[config.mk]
export PLATFORM = sky130hd
export DESIGN_NAME = fft_modulus_frame_ctrl
export DESIGN_NICKNAME = d
export VERILOG_FILES = /design/src/rtl/fft_modulus_frame_ctrl.sv
export SDC_FILE = /design/constraint.sdc
export NUM_CORES = 1
export LEC_CHECK = 0
export CORE_MARGIN = 5
export CORE_UTILIZATION = 41
export CTS_CLUSTER_DIAMETER = 40
export DETAILED_ROUTE_END_ITERATION = 12
export HOLD_SLACK_MARGIN = 0.03
export PLACE_DENSITY = 0.83
export SLEW_MARGIN = 20
export SYNTH_ARGS = -nofsm -noshare
export SYNTH_HDL_FRONTEND = slang
export SYNTH_SLANG_ARGS = --single-unit
[constraint.sdc]
create_clock -name clk -period 2.66 [get_ports clk]
set_input_delay 0.665 -clock clk [delete_from_list [all_inputs] [get_ports clk]]
set_output_delay 0.665 -clock clk [all_outputs]
set_load 0.05 [all_outputs]
[src/rtl/fft_modulus_frame_ctrl.sv]
// Frame-level write/read controller between an FFT modulus stream and a single-clock FIFO.
// Optional dropped-frame statistics are enabled by defining FFT_FRAME_DROP_STAT_EN.
module fft_modulus_frame_ctrl #(
  parameter int FRAME_LEN   = 1024,
  parameter int DEPTH_WIDTH = 10,
  parameter int DATA_WIDTH  = 32
) (
  input  logic                   clk,
  input  logic                   rst_n,
  input  logic                   s_valid,
  input  logic                   s_sop,
  input  logic                   s_eop,
  input  logic [DATA_WIDTH-1:0]  s_data,
  output logic                   fifo_wr_en,
  output logic [DATA_WIDTH-1:0]  fifo_wr_data,
  input  logic                   fifo_wr_full,
  input  logic [DEPTH_WIDTH:0]   fifo_wr_water_level,
  output logic                   fifo_rd_en,
  input  logic                   fifo_rd_empty,
  input  logic                   frame_req,
  output logic                   frame_rdy,
  output logic                   m_valid,
  output logic                   m_sop,
  output logic                   m_eop,
  output logic                   len_err,
  output logic [15:0]            drop_cnt
);

  localparam int CW = DEPTH_WIDTH + 1;
  localparam logic [CW-1:0] FL    = CW'(FRAME_LEN);
  localparam logic [CW-1:0] DEPTH = {1'b1, {DEPTH_WIDTH{1'b0}}};
  localparam logic [CW-1:0] ONE   = CW'(1);

  typedef enum logic [1:0] {W_IDLE, W_STORE, W_DROP} w_state_e;
  typedef enum logic       {R_IDLE, R_BURST}         r_state_e;

  w_state_e      w_state_q, w_state_d;
  r_state_e      r_state_q, r_state_d;
  logic [CW-1:0] wcnt_q, wcnt_d;
  logic [CW-1:0] rcnt_q, rcnt_d;
  logic [CW-1:0] fcnt_q, fcnt_d;
  logic          pending_q, pending_d;
  logic          frame_rdy_q, frame_rdy_d;
  logic          m_valid_q, m_valid_d;
  logic          m_sop_q, m_sop_d;
  logic          m_eop_q, m_eop_d;

  logic [CW-1:0] space;
  logic [CW-1:0] wbeat;
  logic          room;
  logic          wr_en;
  logic          err;
  logic          frame_done;
  logic          launch;

  assign space = DEPTH - fifo_wr_water_level;
  assign room  = (space >= FL);
  assign wbeat = wcnt_q + ONE;

  // Write side: admission is decided once, on the sop beat, for the whole frame.
  always_comb begin
    w_state_d  = w_state_q;
    wcnt_d     = wcnt_q;
    wr_en      = 1'b0;
    err        = 1'b0;
    frame_done = 1'b0;
    case (w_state_q)
      W_IDLE: begin
        if (s_valid && s_sop) begin
          wcnt_d = ONE;
          err    = s_eop;
          if (room) begin
            w_state_d = W_STORE;
            wr_en     = 1'b1;
          end else begin
            w_state_d = W_DROP;
          end
        end
      end
      default: begin
        if (s_valid) begin
          wr_en = (w_state_q == W_STORE);
          err   = (s_eop && (wbeat != FL)) || s_sop;
          if (wbeat == FL) begin
            w_state_d  = W_IDLE;
            wcnt_d     = '0;
            frame_done = (w_state_q == W_STORE);
          end else begin
            wcnt_d = wbeat;
          end
        end
      end
    endcase
  end

  assign fifo_wr_en   = wr_en;
  assign fifo_wr_data = s_data;
  assign len_err      = err;

  // Read side and frame bookkeeping; a store and a launch in one cycle cancel out.
  always_comb begin
    launch    = (r_state_q == R_IDLE) && pending_q && frame_rdy_q;
    pending_d = frame_req | (pending_q & ~launch);
    fcnt_d    = fcnt_q;
    if (frame_done && !launch) begin
      fcnt_d = fcnt_q + ONE;
    end else if (!frame_done && launch) begin
      fcnt_d = fcnt_q - ONE;
    end
    frame_rdy_d = (fcnt_d != '0);

    r_state_d = r_state_q;
    rcnt_d    = rcnt_q;
    case (r_state_q)
      R_IDLE: begin
        if (launch) begin
          r_state_d = R_BURST;
          rcnt_d    = ONE;
        end
      end
      default: begin
        if (rcnt_q == FL) begin
          r_state_d = R_IDLE;
          rcnt_d    = '0;
        end else begin
          rcnt_d = rcnt_q + ONE;
        end
      end
    endcase

    m_valid_d = (r_state_q == R_BURST);
    m_sop_d   = (r_state_q == R_BURST) && (rcnt_q == ONE);
    m_eop_d   = (r_state_q == R_BURST) && (rcnt_q == FL);
  end

  assign fifo_rd_en = (r_state_q == R_BURST);
  assign frame_rdy  = frame_rdy_q;
  assign m_valid    = m_valid_q;
  assign m_sop      = m_sop_q;
  assign m_eop      = m_eop_q;

  always_ff @(posedge clk or negedge rst_n) begin
    if (!rst_n) begin
      w_state_q   <= W_IDLE;
      r_state_q   <= R_IDLE;
      wcnt_q      <= '0;
      rcnt_q      <= '0;
      fcnt_q      <= '0;
      pending_q   <= 1'b0;
      frame_rdy_q <= 1'b0;
      m_valid_q   <= 1'b0;
      m_sop_q     <= 1'b0;
      m_eop_q     <= 1'b0;
    end else begin
      w_state_q   <= w_state_d;
      r_state_q   <= r_state_d;
      wcnt_q      <= wcnt_d;
      rcnt_q      <= rcnt_d;
      fcnt_q      <= fcnt_d;
      pending_q   <= pending_d;
      frame_rdy_q <= frame_rdy_d;
      m_valid_q   <= m_valid_d;
      m_sop_q     <= m_sop_d;
      m_eop_q     <= m_eop_d;
    end
  end

`ifdef FFT_FRAME_DROP_STAT_EN
  logic        drop_start;
  logic [15:0] drop_cnt_q, drop_cnt_d;

  assign drop_start = (w_state_q == W_IDLE) && (w_state_d == W_DROP);

  always_comb begin
    drop_cnt_d = drop_cnt_q;
    if (drop_start && (drop_cnt_q != 16'hFFFF)) begin
      drop_cnt_d = drop_cnt_q + 16'd1;
    end
  end

  always_ff @(posedge clk or negedge rst_n) begin
    if (!rst_n) begin
      drop_cnt_q <= '0;
    end else begin
      drop_cnt_q <= drop_cnt_d;
    end
  end

  assign drop_cnt = drop_cnt_q;
`else
  assign drop_cnt = '0;
`endif

  // FIFO flag sanity: admission control must keep these from ever firing.
  always_ff @(posedge clk) begin
    if (rst_n) begin
      assert (!(fifo_wr_en && fifo_wr_full));
      assert (!(fifo_rd_en && fifo_rd_empty));
    end
  end

endmodule

==> results.yml, run 1 <==
floorplanning:
  rows: 30
  core_area_sq_um: 6790
  dieHeight_microns: 93.4
  die_area_sq_um: 8720
  initial_utilization_pct: 42.0
  die-width_microns: 93.4
  pin_count: 106
synthesis:
  ys.flop_type: "dfrtp_1"
  synth_seq_cells: 41
  synth_edf_count: 0
  postSynthAreaPerCell_sq_um: 8.48
  synth_cell_types: 49
  yosysWarnings: 0
  syn_area_sq_um: 2850
  synth_top_area_cell: "dfrtp_1"
  netlist.area_leader.share_pct: 36.0
  synthCells: 336
  async_flop_share_pct: 100
  yosysSeqAreaShare_pct: 36.0
  yosys-top-cells-area: "dfrtp_1 36%, buf_4 13%, o21ai_0 5.1%"
drt:
  initialDrtViolationCount: 87
  wl_per_cell_microns: 13.6
  drtAntennaViolNets: 0
  viasPerCell: 5.34
  num_vias: 2332
  drc: 0
  drtPass1Iterations: 4
  wirelength_mm: 5.92
worst_setup_path:
  critPathKind: "reg -> out"
  reg2reg_slack_ns: 0.17
  reg2reg_depth: 10
  cp_max_fo: 6
  worstSetupStartpointType: "flip-flop"
  required_ns: 2.00
  r2r_start: "wcnt_q[5]"
  r2r-end: "frame_rdy"
  critical_path_arrival_ns: 2.16
  endpoint_kind: "output pin"
flow_run:
  cap_violations: 0
power:
  power_density_nw_per_um2: 721
  power_mw: 2.33
  ir_worst_vdd_uv: 306
  leakage_nw: 1.38
sta:
  finalCritPeriodShare_pct: 106
  max_freq_ghz: 0.354
  rsz0062_at_grt: "true"
  skew_ns: 0.00587
  tightest_slew_ns: 0.890
  timing.slew.headroom_pct: 40.7
  slew_violations: 0
  timing_hold_violations_final: 0
  finalSetupViolations: 1
  holdWs_ns: 0.466
  finalWorstSetupSlack_ns: -0.161
  final.min_clock_period_ns: 2.82
run_status:
  run_status: "finished with violations"
  violations: "setup timing"
cts:
  cts_made_buffers: 5
  clock_path_buffers: 2
  clk_latency_ns: 0.31
  cts.sinks: 41
  hold_buffers: 0
  cts_root_buffer: "clkbuf_8"
  clk_pin_slew_ns: 0.09
  cts_tree: "done"
  htreeDepth: 2
cells_and_area:
  utilization_pct: 47.6
  fillCellCount: 629
  final_cells: 437
  num_antenna_cells: 0
  drive_gt1_share_pct: 17.0
  nNetsFinal: 397
  fin_area_sq_um: 3230
  area_growth_pct: 13.4
placement:
  dp.cells: 424
  placed_cell_area_sq_um: 2980
  dp_hpwl_mm: 4.27
  place_congestion: 0.905
  port_buffers: 23
grt:
  grt_first_pass_wirelength_mm: 10.2
  antenna_found_initial: 0
  grt_pass1_vias: 2264
  grt.overflow.total: 0
  grt_usage_pct: 14.2
  grt_max_degree: 42
hold_path:
  min-delay-path-class: "in -> async"
[per-layer routing]
layer	vias to the layer above	GRT usage [%]	share of wire, %
met5	-	0	0
met4	0	5.01	1.9
met3	14	3.78	7.0
met2	67	24.0	49
met1	1127	17.4	42
li1	1124	-	-
[how the worst max path moves through the flow]
stage            endpoint  slack [ns]                    from  cells past startpoint
2_1_floorplan     len_err       -0.02               wcnt_q[4]                      8
3_3_place_gp   fifo_wr_en       -0.15  fifo_wr_water_level[4]                      7
3_5_place_dp   fifo_wr_en       -0.15  fifo_wr_water_level[0]                      7
4_1_cts           len_err       -0.19               wcnt_q[5]                      9
5_1_grt           len_err       -0.29               wcnt_q[5]                      9
6_report          len_err       -0.16               wcnt_q[5]                      9
[report_power, final]
part / internal (mW) / switching [mW]
Sequential: 0.757 / 0.199
Clock: 0.378 / 0.238
Combinational: 0.314 / 0.445
Total: 1.45 / 0.882
[Yosys cell counts, types with 2 or more instances]
library cell  instances
a31oi_1               5
clkbuf_1             10
nand2_1              33
ha_1                  6
nand3_1              18
o21ai_1               3
xor2_1                7
nand2b_1              2
a21o_1                2
inv_1                10
nor3_1                6
or2_2                 2
dfrtp_1              41
and3_1                7
nor2b_1               5
and2_1                5
o21ai_0              29
a311oi_1              3
nand4_1               6
buf_4                48
mux2i_1               4
a41oi_1               2
xnor2_1               7
nor4_1                6
o21a_1                2
nor2_1               23
mux2_2                2
buf_2                 3
or3_1                 4
a211o_1               2
a21oi_1               8
o31ai_1               8
[flip-flops by register name, summed over array words and instances, names as in the netlist]
signal / flops
fcnt_q: 11
wcnt_q: 11
w_state_q: 2
rcnt_q: 11
frame_rdy: 1
m_valid: 1
pending_q: 1
m_eop: 1
fifo_rd_en: 1
m_sop: 1
[cell usage in the layout (no fill, tap or decap), drive strengths merged, types with 8 or more instances in the layout]
cell type,count
buf,24
inv,11
clkdlybuf4s50,10
a21oi,8
nor2,23
o21ai,32
dfrtp,41
o31ai,9
conb,16
nand2,33
nand3,19
[worst max-delay path, stage by stage (launching register included)]
cell	delay, ns
dfrtp_1	0.41
and4_4	0.22
a211o_1	0.29
a221oi_4	0.24
and2_4	0.19
inv_2	0.04
a21oi_2	0.10
o21ai_1	0.07
and2_4	0.14
buf_8	0.14
[per-stage QoR]
step,setup TNS [ns],setup WS [ns]
finish,-0.161,-0.161
global route,-0.290,-0.290
CTS,-0.190,-0.190
detailed placement,-0.148,-0.148
global placement,-0.153,-0.153
floorplan,-0.0157,-0.0157
[cell families after synthesis]
kind of cell / share of synthesized area [%]
AO/OA/AOI/OAI: 16.2
XOR/XNOR: 4.30
adder cells (fa/ha/maj): 2.63
buffers and inverters: 16.0
flip-flops: 36.0
multiplexers: 2.19
other: 0.132
AND/OR/NAND/NOR: 22.6
[layout make-up]
cell class / count / area [sq um] / share of cell area [%]
inverter: 10 / 37.5 / 1.16
clock buffer: 5 / 68.8 / 2.13
timing repair buffer: 44 / 399 / 12.3
sequential: 41 / 1030 / 31.7
tap: 96 / 120 / 3.72
clock inverter: 3 / 68.8 / 2.13
multi-input combinational: 238 / 1510 / 46.8
[repair_timing]
item                                    CTS  global route
endpoints found under the setup margin    2             3
resized for setup                        13            19
buffers inserted                          3             3
pin swaps                                12            14
gates cloned                              0             0
No activity file was read; power rests on OpenSTA's default activity.
==> run 2: changes to the inputs <==
==> config.mk (replaced) <==
export PLATFORM = sky130hd
export DESIGN_NAME = fft_modulus_frame_ctrl
export DESIGN_NICKNAME = d
export VERILOG_FILES = /design/src/rtl/fft_modulus_frame_ctrl.sv
export SDC_FILE = /design/constraint.sdc
export NUM_CORES = 1
export LEC_CHECK = 0
export CORE_MARGIN = 2
export CORE_UTILIZATION = 44
export CTS_CLUSTER_DIAMETER = 40
export DETAILED_ROUTE_END_ITERATION = 12
export HOLD_SLACK_MARGIN = 0.03
export PLACE_DENSITY = 0.85
export SYNTH_ARGS = -nofsm -noshare
export SYNTH_HDL_FRONTEND = slang
export SYNTH_SLANG_ARGS = --single-unit
==> constraint.sdc (replaced) <==
create_clock -name clk -period 2.85 [get_ports clk]
set_input_delay 0.7125 -clock clk [delete_from_list [all_inputs] [get_ports clk]]
set_output_delay 0.7125 -clock clk [all_outputs]
set_load 0.05 [all_outputs]
==> results.yml, run 2 (synthesis gave the netlist of run 1 again) <==
grt:
  grt_usage_pct: 16.9
  grt_max_degree: 42
  antenna_found_initial: 0
  grt_pass1_vias: 2237
  grt_first_pass_wirelength_mm: 9.94
  grt.overflow.total: 0
floorplanning:
  rows: 29
  dieHeight_microns: 84.5
  initial_utilization_pct: 45.1
  die_area_sq_um: 7140
  pin_count: 106
  core_area_sq_um: 6310
  die-width_microns: 84.5
sta:
  timing.slew.headroom_pct: 40.7
  timing_hold_violations_final: 0
  finalCritPeriodShare_pct: 104
  finalWorstSetupSlack_ns: -0.105
  max_freq_ghz: 0.338
  slew_violations: 0
  finalSetupViolations: 1
  skew_ns: 0.00809
  rsz0062_at_grt: "true"
  tightest_slew_ns: 0.889
  final.min_clock_period_ns: 2.96
drt:
  num_vias: 2394
  drc: 0
  wirelength_mm: 5.99
  drtPass1Iterations: 4
  viasPerCell: 5.61
  wl_per_cell_microns: 14.0
  initialDrtViolationCount: 135
  drtAntennaViolNets: 0
worst_setup_path:
  critical_path_buf_inv_count: 3
  r2r_start: "wcnt_q[4]"
  cp_slowest_stage_delay_ns: 0.40
  reg2reg_depth: 12
  required_ns: 2.14
  cp_max_fo: 5
  critical_path.top_delay_family: "compound AO/OA/AOI/OAI gates"
  reg2reg_slack_ns: 0.20
  worstSetupStartpointType: "flip-flop"
  slowest_stage: "dfrtp_1"
  endpoint_kind: "output pin"
  critical_path_arrival_ns: 2.24
  r2r-end: "frame_rdy"
  crit_chain: "buf_4, and4_4, a211o_1, a221oi_4, and2_4, inv_4, a21oi_2, o21ai_1, and2_4, buf_8"
  critPathKind: "reg -> out"
  cpMostUsedCell: "and2_4"
cts:
  cts_root_buffer: "clkbuf_8"
  cts.sinks: 41
  clk_latency_ns: 0.31
  htreeDepth: 2
  hold_buffers: 0
  cts_tree: "done"
  clk_pin_slew_ns: 0.08
  clock_path_buffers: 2
  cts_made_buffers: 5
cells_and_area:
  final_common_cell: "dfrtp_1"
  nNetsFinal: 406
  top_regs: "fcnt_q x11, rcnt_q x11, wcnt_q x11"
  final_cells: 427
  num_antenna_cells: 0
  area_growth_pct: 13.3
  final_cell_mix: "40 x dfrtp_1, 32 x nand2_1, 29 x buf_4"
  drive_gt1_share_pct: 17.7
  fin_area_sq_um: 3230
placement:
  port_buffers: 23
  pre_cts_ws_ns: -0.0726
  place_congestion: 0.853
  dp.cells: 401
  placed_cell_area_sq_um: 2920
  dp_hpwl_mm: 4.03
hold_path:
  min_from: "fcnt_q[10]"
  min_to: "fcnt_q[10]"
  hold_depth: 1
  min-delay-path-class: "reg -> reg"
power:
  power_mw: 2.10
  power_density_nw_per_um2: 651
  leakage_nw: 1.39
  ir_worst_vdd_uv: 456
run_status:
  run_status: "finished with violations"
  violations: "setup timing"
flow_run:
  cap_violations: 0
==> run 2: cell types whose count changed in the layout (fill, tap and decap cells not counted), moves of 2 or more <==
cell	delta
clkdlybuf4s50_1	+4
buf_4	+8
dlygate4sd2_1	+2
clkdlybuf4s15_1	-5
==> run 2: cell type report <==
class	instances	area (sq um)
Fill cell	578	3080
Tap cell	77	96.3
Sequential cell	41	1030
Clock inverter	1	30.0
Inverter	10	40.0
Timing Repair Buffer	53	465
Multi-Input combinational cell	238	1490
Clock buffer	7	86.3
==> run 2: worst max path at each step <==
stage	end	cells after the start	slack, ns	start
2_1_floorplan	len_err	8	0.02	wcnt_q[4]
3_3_place_gp	fifo_wr_en	7	-0.07	fifo_wr_water_level[4]
3_5_place_dp	fifo_wr_en	7	-0.07	fifo_wr_water_level[0]
4_1_cts	len_err	9	-0.07	wcnt_q[5]
5_1_grt	len_err	10	-0.16	wcnt_q[4]
6_report	len_err	10	-0.11	wcnt_q[4]
==> run 2: layer usage <==
metal  vias to the layer above  global-route usage, %  routed length (microns)
li1                       1142                      -                        -
met1                      1162                   21.6                     2580
met2                        72                   27.6                     2930
met3                        18                   3.64                      374
met4                         0                   7.36                      102
met5                         -                      0                        0
==> run 2: worst reg2reg max path, cell delays in order, from the launching register on <==
cell and delay [ns]:
dfrtp_1 0.40, buf_4 0.14, and4_4 0.15, a211o_1 0.29
a221oi_4 0.25, buf_4 0.15, buf_4 0.09, buf_4 0.14
and3_2 0.27, a22oi_1 0.12, xnor2_1 0.17, nor4_2 0.21
nand4b_1 0.13
==> run 2: power by group <==
group          leakage [nW]  internal, mW  switching, mW
logic                 0.839         0.299          0.422
registers             0.492         0.707          0.177
clock network        0.0585         0.286          0.213
==> run 2: stage by stage <==
step | hold slack, ns | utilization (%) | setup TNS, ns
after floorplan | 0.417 | - | 0
after global placement | 0.465 | 46.2 | -0.0692
after detailed placement | 0.468 | 46.2 | -0.0726
after CTS | 0.484 | 49.9 | -0.0716
after global routing | 0.501 | 51.2 | -0.207
final | 0.480 | 51.2 | -0.105
==> run 2: timing repair <==
item,4_1_cts,5_1_grt
buffers inserted,13,5
pin swaps,12,5
setup endpoints to repair,2,4
gates cloned,0,0
endpoints found under the hold margin,0,0
gates resized for setup,14,10
==> run 3: changes to the inputs <==
--- a/config.mk
+++ b/config.mk
@@ -5,8 +5,11 @@
 export SDC_FILE = /design/constraint.sdc
 export NUM_CORES = 1
 export LEC_CHECK = 0
+export CAP_MARGIN = 25
+export CELL_PAD_IN_SITES_DETAIL_PLACEMENT = 1
+export CELL_PAD_IN_SITES_GLOBAL_PLACEMENT = 2
 export CORE_MARGIN = 2
-export CORE_UTILIZATION = 44
+export CORE_UTILIZATION = 25
 export CTS_CLUSTER_DIAMETER = 40
 export DETAILED_ROUTE_END_ITERATION = 12
 export HOLD_SLACK_MARGIN = 0.03
==> results.yml, run 3 (synthesis gave the netlist of run 1 again) <==
placement:
  port_buffers: 23
  place_congestion: 0.766
  dp_hpwl_mm: 5.13
  dp.cells: 469
worst_setup_path:
  reg2reg_depth: 10
  r2r_start: "wcnt_q[5]"
  endpoint_kind: "output pin"
  slowest_stage: "dfrtp_1"
  cp_slowest_stage_delay_ns: 0.41
  worstSetupStartpointType: "flip-flop"
  critical_path_buf_inv_count: 2
  critical_path.top_delay_family: "compound AO/OA/AOI/OAI gates"
  worstSetupPathDepth: 9
  cp-startpoint: "wcnt_q[5]"
  required_ns: 2.14
  crit_chain: "and4_4, a211o_1, a221oi_4, and2_4, inv_2, a21oi_2, o21ai_1, and2_4, buf_8"
  r2r-end: "frame_rdy"
  cpMostUsedCell: "and2_4"
  reg2reg_slack_ns: 0.30
  cp_max_fo: 5
  critical_path_arrival_ns: 2.18
  critPathCapture: "len_err"
  critPathKind: "reg -> out"
cells_and_area:
  utilization_pct: 29.7
  fillCellCount: 1306
  nNetsFinal: 396
  top_regs: "fcnt_q x11, rcnt_q x11, wcnt_q x11"
  multi_input_area_sq_um: 1460
  final_common_cell: "dfrtp_1"
  num_antenna_cells: 0
  final_cell_mix: "41 x dfrtp_1, 33 x nand2_1, 28 x o21ai_0"
  drive_gt1_share_pct: 14.1
  regArea_sq_um: 1030
  final_cells: 480
  area_growth_pct: 14.3
floorplanning:
  die-width_microns: 111
  rows: 38
  initial_utilization_pct: 26.0
  dieHeight_microns: 111
  pin_count: 106
  die_area_sq_um: 12300
  core_area_sq_um: 11000
drt:
  initialDrtViolationCount: 42
  wl_per_cell_microns: 14.6
  num_vias: 2335
  wirelength_mm: 6.99
  viasPerCell: 4.86
  drc: 0
  drtAntennaViolNets: 0
  drtPass1Iterations: 4
sta:
  finalSetupViolations: 1
  rsz0062_at_grt: "true"
  final.min_clock_period_ns: 2.89
  finalWorstSetupSlack_ns: -0.0431
  skew_ns: 0.00563
  timing_hold_violations_final: 0
  max_freq_ghz: 0.346
  timing.slew.headroom_pct: 51.0
  holdWs_ns: 0.382
  fin_tns_setup_ns: -0.0431
  tightest_slew_ns: 0.730
  finalCritPeriodShare_pct: 102
  slew_violations: 0
cts:
  clk_pin_slew_ns: 0.07
  cts_root_buffer: "clkbuf_16"
  cts.sinks: 41
  cts_made_buffers: 5
  clk_latency_ns: 0.29
  clock_path_buffers: 2
  htreeDepth: 2
  cts_tree: "done"
run_status:
  run_status: "finished with violations"
  violations: "setup timing"
power:
  p_comb_share_pct: 31.1
  seqPwrFrac_pct: 38.8
  switching_share_pct: 37.5
  ir_worst_vdd_uv: 258
  power_switching_uw: 853
  leakage_nw: 1.35
  p_int_mw: 1.42
  power_mw: 2.27
  power_density_nw_per_um2: 698
  clock_power_share_pct: 30.1
grt:
  grt_pass1_vias: 2374
  grt_usage_pct: 11.5
  antenna_found_initial: 0
  grt_max_degree: 22
  grt_first_pass_wirelength_mm: 11.7
  grt.overflow.total: 0
hold_path:
  min-delay-path-class: "in -> async"
flow_run:
  cap_violations: 0
-- run 3: how the worst min path moves through the flow --
stage | end | start | slack, ns | cells after the start
finish | rcnt_q[2] | rst_n | 0.38 | 1
global placement | fcnt_q[10] | fcnt_q[10] | 0.46 | 1
detailed placement | m_sop | rcnt_q[10] | 0.48 | 1
floorplan | fcnt_q[0] | rst_n | 0.42 | 0
global route | rcnt_q[2] | rst_n | 0.42 | 1
CTS | rcnt_q[2] | rst_n | 0.40 | 1
-- run 3: layout make-up --
cell class | count | area share (%)
sequential | 41 | 31.5
timing repair buffer | 43 | 11.8
tap | 140 | 5.38
clock buffer | 6 | 4.26
multi-input combinational | 238 | 44.8
clock inverter | 2 | 1.15
inverter | 10 | 1.15
-- run 3: through the flow --
stage	setup slack (ns)	cell area (sq um)
final	-0.0431	3260
after detailed placement	-0.157	3030
after CTS	-0.0584	3250
after floorplan	0.0180	2920
after global placement	-0.138	3030
after global routing	-0.129	3260
-- run 3: power groups by stage --
stage	Combinational (mW)	Sequential [mW]	Clock, mW
global route	0.795	0.908	0.728
detailed placement	0.708	0.891	0
global placement	0.672	0.880	0
CTS	0.717	0.880	0.705
floorplan	0.618	0.867	0
finish	0.708	0.882	0.685
-- run 3: timing repair --
item	in CTS	in global routing
gates cloned	0	0
buffers inserted	4	0
gates resized for setup	15	1
hold buffers	0	0
endpoints found under the setup margin	2	2
pin swaps	11	3
-- run 3: per-layer routing --
layer / global-route usage (%) / routed length, microns / vias to the layer above
met3: 3.17 / 370 / 16
met2: 19.7 / 3400 / 62
met4: 4.00 / 120 / 0
met1: 13.8 / 3090 / 1137
met5: 0 / 0 / -
li1: - / - / 1120
-- run 3: worst register-to-register path, cell delays in order (launching register included) --
cell and delay [ns]:
dfrtp_1 0.41, and4_4 0.22, a211o_1 0.29, a221oi_4 0.27, buf_4 0.15, buf_4 0.15, and3_1 0.28, a22oi_1 0.15
xnor2_1 0.17, nor4_2 0.21, nand4b_1 0.11
